==> config.mk <==
export PLATFORM = sky130hd
export DESIGN_NAME = psdram_arbiter
export DESIGN_NICKNAME = d
export VERILOG_FILES = /design/src/rtl/psdram_pkg.sv /design/src/rtl/psdram_arbiter_rr_arbiter.sv /design/src/rtl/psdram_arbiter.sv
export SDC_FILE = /design/constraint.sdc
export NUM_CORES = 1
export LEC_CHECK = 0
export CAP_MARGIN = 20
export CORE_UTILIZATION = 63
export CTS_CLUSTER_SIZE = 40
export DETAILED_ROUTE_END_ITERATION = 7
export DONT_BUFFER_PORTS = 1
export PLACE_DENSITY = 0.77
export SLEW_MARGIN = 5
export SYNTH_ARGS = -nofsm -noshare
export SYNTH_HDL_FRONTEND = slang
export SYNTH_SLANG_ARGS = --single-unit
==> constraint.sdc <==
create_clock -name clk -period 4 [get_ports clk]
set_input_delay 0.8 -clock clk [delete_from_list [all_inputs] [get_ports clk]]
set_output_delay 0.8 -clock clk [all_outputs]
set_load 0.02 [all_outputs]
==> src/rtl/psdram_pkg.sv <==
// Shared definitions for the PSDRAM arbiter: sequencer state encoding,
// default async-mode timing, and small sizing helpers.
package psdram_pkg;

   typedef enum logic [1:0] {
      ST_IDLE    = 2'd0,
      ST_SETUP   = 2'd1,
      ST_ACCESS  = 2'd2,
      ST_RECOVER = 2'd3
   } psdram_state_e;

   localparam int PSDRAM_T_ACC_CYC = 7;
   localparam int PSDRAM_T_REC_CYC = 1;

   // Width of a channel index; a single channel still needs one bit.
   function automatic int idx_width(input int n);
      return (n > 1) ? $clog2(n) : 1;
   endfunction

   function automatic int max_int(input int a, input int b);
      return (a > b) ? a : b;
   endfunction

endpackage

==> src/rtl/psdram_arbiter_rr_arbiter.sv <==
// Combinational round-robin picker with optional absolute priority for channel 0.
module rr_arbiter
   import psdram_pkg::*;
#(
   parameter  int N  = 2,
   localparam int IW = idx_width(N)
) (
   input  logic [N-1:0]  req,
   input  logic [IW-1:0] last_grant,
   input  logic          prio_en,
   output logic [N-1:0]  grant
);

   logic [N-1:0] w_mask;
   logic [N-1:0] w_hi;

   // Requests above last_grant win first; otherwise wrap to the lowest requester.
   always_comb begin
      w_mask = '0;
      for (int i = 0; i < N; i++) begin
         w_mask[i] = (i > int'(last_grant));
      end
      w_hi = req & w_mask;
      if (prio_en && req[0]) begin
         grant = N'(1);
      end else if (w_hi != '0) begin
         grant = w_hi & (~w_hi + N'(1));
      end else begin
         grant = req & (~req + N'(1));
      end
   end

endmodule

==> src/rtl/psdram_arbiter.sv <==
// Multi-channel arbiter and async-mode access sequencer for the Cellular RAM.
module psdram_arbiter
   import psdram_pkg::*;
#(
   parameter int NUM_CH          = 2,
   parameter int ADDR_W          = 23,
   parameter int DATA_W          = 16,
   parameter int ACCESS_CYCLES   = PSDRAM_T_ACC_CYC,
   parameter int RECOVERY_CYCLES = PSDRAM_T_REC_CYC,
   parameter int PRIO_EN         = 1
) (
   input  logic                     clk,
   input  logic                     reset_n,
   input  logic [NUM_CH-1:0]        req,
   input  logic [NUM_CH-1:0]        we,
   input  logic [2*NUM_CH-1:0]      be_n,
   input  logic [NUM_CH*ADDR_W-1:0] addr,
   input  logic [NUM_CH*DATA_W-1:0] wdata,
   output logic [NUM_CH-1:0]        ack,
   output logic [DATA_W-1:0]        rdata,
   output logic                     busy,
   output logic                     MemOE,
   output logic                     MemWR,
   output logic                     RamCE,
   output logic                     RamLB,
   output logic                     RamUB,
   output logic [ADDR_W-1:0]        MemAdr,
   output logic [DATA_W-1:0]        MemDB_out,
   output logic                     MemDB_oe,
   input  logic [DATA_W-1:0]        MemDB_in
);

   localparam int IDX_W = idx_width(NUM_CH);
   localparam int CNT_W = $clog2(max_int(ACCESS_CYCLES, RECOVERY_CYCLES) + 1);

   psdram_state_e     r_state;
   logic [CNT_W-1:0]  r_cnt;
   logic [IDX_W-1:0]  r_last;
   logic [NUM_CH-1:0] r_gnt;
   logic              r_we;
   logic [NUM_CH-1:0] r_ack;
   logic [DATA_W-1:0] r_rdata;
   logic              r_busy;
   logic              r_oe_n;
   logic              r_wr_n;
   logic              r_ce_n;
   logic              r_lb_n;
   logic              r_ub_n;
   logic [ADDR_W-1:0] r_adr;
   logic [DATA_W-1:0] r_db_out;
   logic              r_db_oe;

   logic [NUM_CH-1:0] w_grant;
   logic              w_sel_we;
   logic [1:0]        w_sel_be;
   logic [ADDR_W-1:0] w_sel_addr;
   logic [DATA_W-1:0] w_sel_wdata;
   logic [IDX_W-1:0]  w_sel_idx;

   rr_arbiter #(.N(NUM_CH)) u_rr (
      .req        (req),
      .last_grant (r_last),
      .prio_en    (PRIO_EN != 0),
      .grant      (w_grant)
   );

   // One-hot AND-OR mux of the winning channel's command.
   always_comb begin
      w_sel_we    = 1'b0;
      w_sel_be    = 2'b00;
      w_sel_addr  = '0;
      w_sel_wdata = '0;
      w_sel_idx   = '0;
      for (int i = 0; i < NUM_CH; i++) begin
         w_sel_we    |= we[i] & w_grant[i];
         w_sel_be    |= be_n[2*i +: 2] & {2{w_grant[i]}};
         w_sel_addr  |= addr[i*ADDR_W +: ADDR_W] & {ADDR_W{w_grant[i]}};
         w_sel_wdata |= wdata[i*DATA_W +: DATA_W] & {DATA_W{w_grant[i]}};
         w_sel_idx   |= IDX_W'(i) & {IDX_W{w_grant[i]}};
      end
   end

   // Sequencer: strobes are produced as registers on the edge entering each state.
   always_ff @(posedge clk or negedge reset_n) begin
      if (!reset_n) begin
         r_state  <= ST_IDLE;
         r_cnt    <= '0;
         r_last   <= IDX_W'(NUM_CH - 1);
         r_gnt    <= '0;
         r_we     <= 1'b0;
         r_ack    <= '0;
         r_rdata  <= '0;
         r_busy   <= 1'b0;
         r_oe_n   <= 1'b1;
         r_wr_n   <= 1'b1;
         r_ce_n   <= 1'b1;
         r_lb_n   <= 1'b1;
         r_ub_n   <= 1'b1;
         r_adr    <= '0;
         r_db_out <= '0;
         r_db_oe  <= 1'b0;
      end else begin
         r_ack <= '0;
         case (r_state)
            ST_IDLE: begin
               if (req != '0) begin
                  r_state  <= ST_SETUP;
                  r_busy   <= 1'b1;
                  r_gnt    <= w_grant;
                  r_we     <= w_sel_we;
                  r_ce_n   <= 1'b0;
                  r_adr    <= w_sel_addr;
                  r_ub_n   <= w_sel_be[1];
                  r_lb_n   <= w_sel_be[0];
                  r_db_out <= w_sel_wdata;
                  r_db_oe  <= w_sel_we;
                  // A priority grant to channel 0 must not disturb the rotation.
                  if (!((PRIO_EN != 0) && w_grant[0])) begin
                     r_last <= w_sel_idx;
                  end
               end
            end
            ST_SETUP: begin
               r_state <= ST_ACCESS;
               r_cnt   <= CNT_W'(ACCESS_CYCLES - 1);
               r_oe_n  <= r_we;
               r_wr_n  <= ~r_we;
            end
            ST_ACCESS: begin
               if (r_cnt == '0) begin
                  r_state <= ST_RECOVER;
                  r_cnt   <= CNT_W'(RECOVERY_CYCLES - 1);
                  r_oe_n  <= 1'b1;
                  r_wr_n  <= 1'b1;
                  r_ce_n  <= 1'b1;
                  r_lb_n  <= 1'b1;
                  r_ub_n  <= 1'b1;
                  r_db_oe <= 1'b0;
                  r_ack   <= r_gnt;
                  if (!r_we) begin
                     r_rdata <= MemDB_in;
                  end
               end else begin
                  r_cnt <= r_cnt - CNT_W'(1);
               end
            end
            ST_RECOVER: begin
               if (r_cnt == '0) begin
                  r_state <= ST_IDLE;
                  r_busy  <= 1'b0;
               end else begin
                  r_cnt <= r_cnt - CNT_W'(1);
               end
            end
            default: begin
               r_state <= ST_IDLE;
               r_busy  <= 1'b0;
            end
         endcase
      end
   end

   assign ack       = r_ack;
   assign rdata     = r_rdata;
   assign busy      = r_busy;
   assign MemOE     = r_oe_n;
   assign MemWR     = r_wr_n;
   assign RamCE     = r_ce_n;
   assign RamLB     = r_lb_n;
   assign RamUB     = r_ub_n;
   assign MemAdr    = r_adr;
   assign MemDB_out = r_db_out;
   assign MemDB_oe  = r_db_oe;

endmodule

==> results.cfg <==
[run_status]
status = completed

[timing]
slew_headroom = 0.356
fin_setup_tns_ps = 0
fin_hold_ws_ps = 152
tightest_slew_ps = 966
layout_min_cycle_time_ps = 2550
max_freq_mhz = 392
finalSetupViolations = 0
hold_violations = 0
slew_viol_final = 0
fin_crit_sh = 0.638
rsz0062_at_grt = no
finalClockSkew_ps = 8.34

[clock_network]
htreeDepth = 3
numCtsBuffers = 9
postCtsHoldBufs = 0
cts_max_path_buffers = 2
clkTransAtPathRegs_ps = 70
clkSinkCount = 72
cts-resized-gates = 0
cts_tree = built
post-cts-setup-buffers = 0
clk_latency_ps = 340
root_buffer = clkbuf_8

[synthesis]
synthCells = 309
ys_seq_area_frac = 0.539
ys_warn_count = 0
synth.distinct_cells = 34
ys_ff_latch = 72
syn_avg_cell_area_um2 = 10.9
syn_area_um2 = 3350
synth_nets = 420

[placed_design]
place_congestion = 0.731
placed_area_um2 = 3350
io_buffers = 0
place_inst = 355
hpwl_um = 5200

[finish]
area_delta_synth_final_pct = 6.60
stdcell_count = 371
layout-drive-gt1-share = 0.159
diodes = 0
nets = 407
stdcell_area_um2 = 3570

[detailed_routing]
routedWlPerCell_um = 21.3
drtIter0Drc = 204
viasPerCell = 6.92
drc = 0
ant_nets = 0
first_pass_iters = 4
drt_wl_total_um = 7890
vias = 2569

[global_routing]
grt_usage = 0.266
gr-usage-met3 = 0.0602
met2_usage = 0.443
grt_first_pass_wirelength_um = 11100
met1_usage = 0.337
top_usage_layer = met2
grt_max_degree = 73
grt_overflow_total = 0
grt_pass1_vias = 2321
antenna_found_initial = 0

[setup_path]
r2r_cells = 6
crit_start = r_state[0]
startpoint_type = flip-flop
cp_top_family = adder cells
r2r-start = r_state[0]
cp.arrival_ps = 2770
rr_endpoint = MemDB_oe
crit_type = reg2reg
slowest_stage = ha_2
rrSetupSlack_ps = 1450
critPathBufInv = 2
critical_path.max_fanout = 54
critical_path_required_ps = 4220
max_stage_delay_ps = 840
cp.depth = 6
cp-end-kind = flip-flop
worstPathCellList = inv_1, ha_2, nand2_1, buf_4, o21ai_0, o2bb2ai_1
crit_end = MemDB_oe

[floorplanning]
die_area_um2 = 5620
core_um2 = 5110
die-height_um = 75.0
io_pins = 168
start_util = 0.657
placementRows = 26
dieWidth_um = 75.0

[run]
cap_violations = 0

[power_and_ir_drop]
p_leak_nw = 1.51
power_density_nw_per_um2 = 986
max-vdd-ir-drop_mv = 0.503

[min_path]
hp-class = in2async
## flip-flops by register name, summed over array words and instances (netlist names), 2 cells and up
name / flops
rdata: 16
MemDB_out: 16
r_gnt: 2
r_state: 2
ack: 2
r_cnt: 3
MemAdr: 23
## synthesized netlist by cell type (all sizes together)
cell type | count | area share
dfstp | 5 | 0.039
clkbuf | 18 | 0.020
o21bai | 1 | 0.0022
nor2b | 4 | 0.0075
o21a | 1 | 0.0022
a21oi | 49 | 0.073
nor2 | 9 | 0.010
buf | 9 | 0.019
dfrtp | 67 | 0.50
inv | 9 | 0.010
o22ai | 79 | 0.15
a2111oi | 3 | 0.0078
a21o | 1 | 0.0026
nand4bb | 1 | 0.0034
a221o | 1 | 0.0030
ha | 7 | 0.026
nand2 | 4 | 0.0045
o2bb2ai | 1 | 0.0026
and3b | 2 | 0.0052
nor3 | 3 | 0.0045
and3 | 3 | 0.0060
or3b | 1 | 0.0026
nor3b | 2 | 0.0078
o21ai | 7 | 0.010
mux2 | 18 | 0.072
nand2b | 1 | 0.0041
a211oi | 3 | 0.0067
## area by class of cell
class	instances	area, um2
sequential	72	1810
fill	401	1530
multi-input combinational	201	1380
clock buffer	10	138
tap	70	87.6
clock inverter	6	82.6
timing repair buffer	3	42.5
inverter	9	33.8
## logic make-up after synthesis
group / synth area share
AOI/OAI and AO/OA: 0.258
DFF: 0.539
buffers and inverters: 0.0493
and+or+nand+nor: 0.0556
muxes: 0.0716
adders and majority gates: 0.0261
## placed cells by master, fill, tap and decap left out
master,n
ha_1,6
clkbuf_8,10
nor2_1,9
ha_2,1
nor3_1,3
a21oi_1,49
mux2_4,10
a221o_1,1
nand2_1,4
nor3b_4,1
a2111oi_0,3
dfrtp_1,67
inv_1,9
and3_1,2
a211oi_1,3
a21o_2,1
and3_2,1
bufinv_16,2
clkinv_2,3
clkinvlp_4,1
o21bai_1,1
o2bb2ai_1,1
nor3b_1,1
nand4bb_1,1
dfstp_2,5
nand2b_4,1
buf_4,2
o21ai_0,7
o21a_1,1
o22ai_1,79
nor2b_1,4
mux2_2,8
buf_16,1
and3b_1,2
or3b_2,1
## report_power, final
group | internal, mW | total [mW] | switching, mW
Clock | 0.365 | 0.633 | 0.268
Sequential | 1.11 | 1.82 | 0.714
Combinational | 0.521 | 1.07 | 0.552
## routing by layer
metal,up-vias,share of wire
li1,1154,-
met5,-,0
met4,0,0.019
met1,1265,0.40
met3,17,0.080
met2,133,0.50
## stage by stage
stage | util | setup WS (ps) | power (mW)
floorplan | - | 2160 | 2.65
global placement | 0.651 | 1510 | 2.82
detailed placement | 0.657 | 1490 | 2.90
CTS | 0.700 | 1470 | 3.53
global route | 0.700 | 1200 | 3.72
finish | 0.700 | 1450 | 3.53
## worst register-to-register path, stage by stage, from the launching register on
cell	delay [ps]
dfrtp_1	400
inv_1	130
ha_2	840
nand2_1	270
buf_4	330
o21ai_0	350
o2bb2ai_1	110
## worst min path at each step
stage                     cells past startpoint     start           end
after global placement                        2  r_gnt[0]      r_gnt[0]
after CTS                                     0   reset_n  MemDB_out[0]
after global routing                          0   reset_n          r_we
after detailed placement                      2  r_gnt[0]      r_gnt[0]
final                                         0   reset_n          busy
after floorplan                               2  r_gnt[0]      r_gnt[0]
Power figures use the tool's default switching activity.
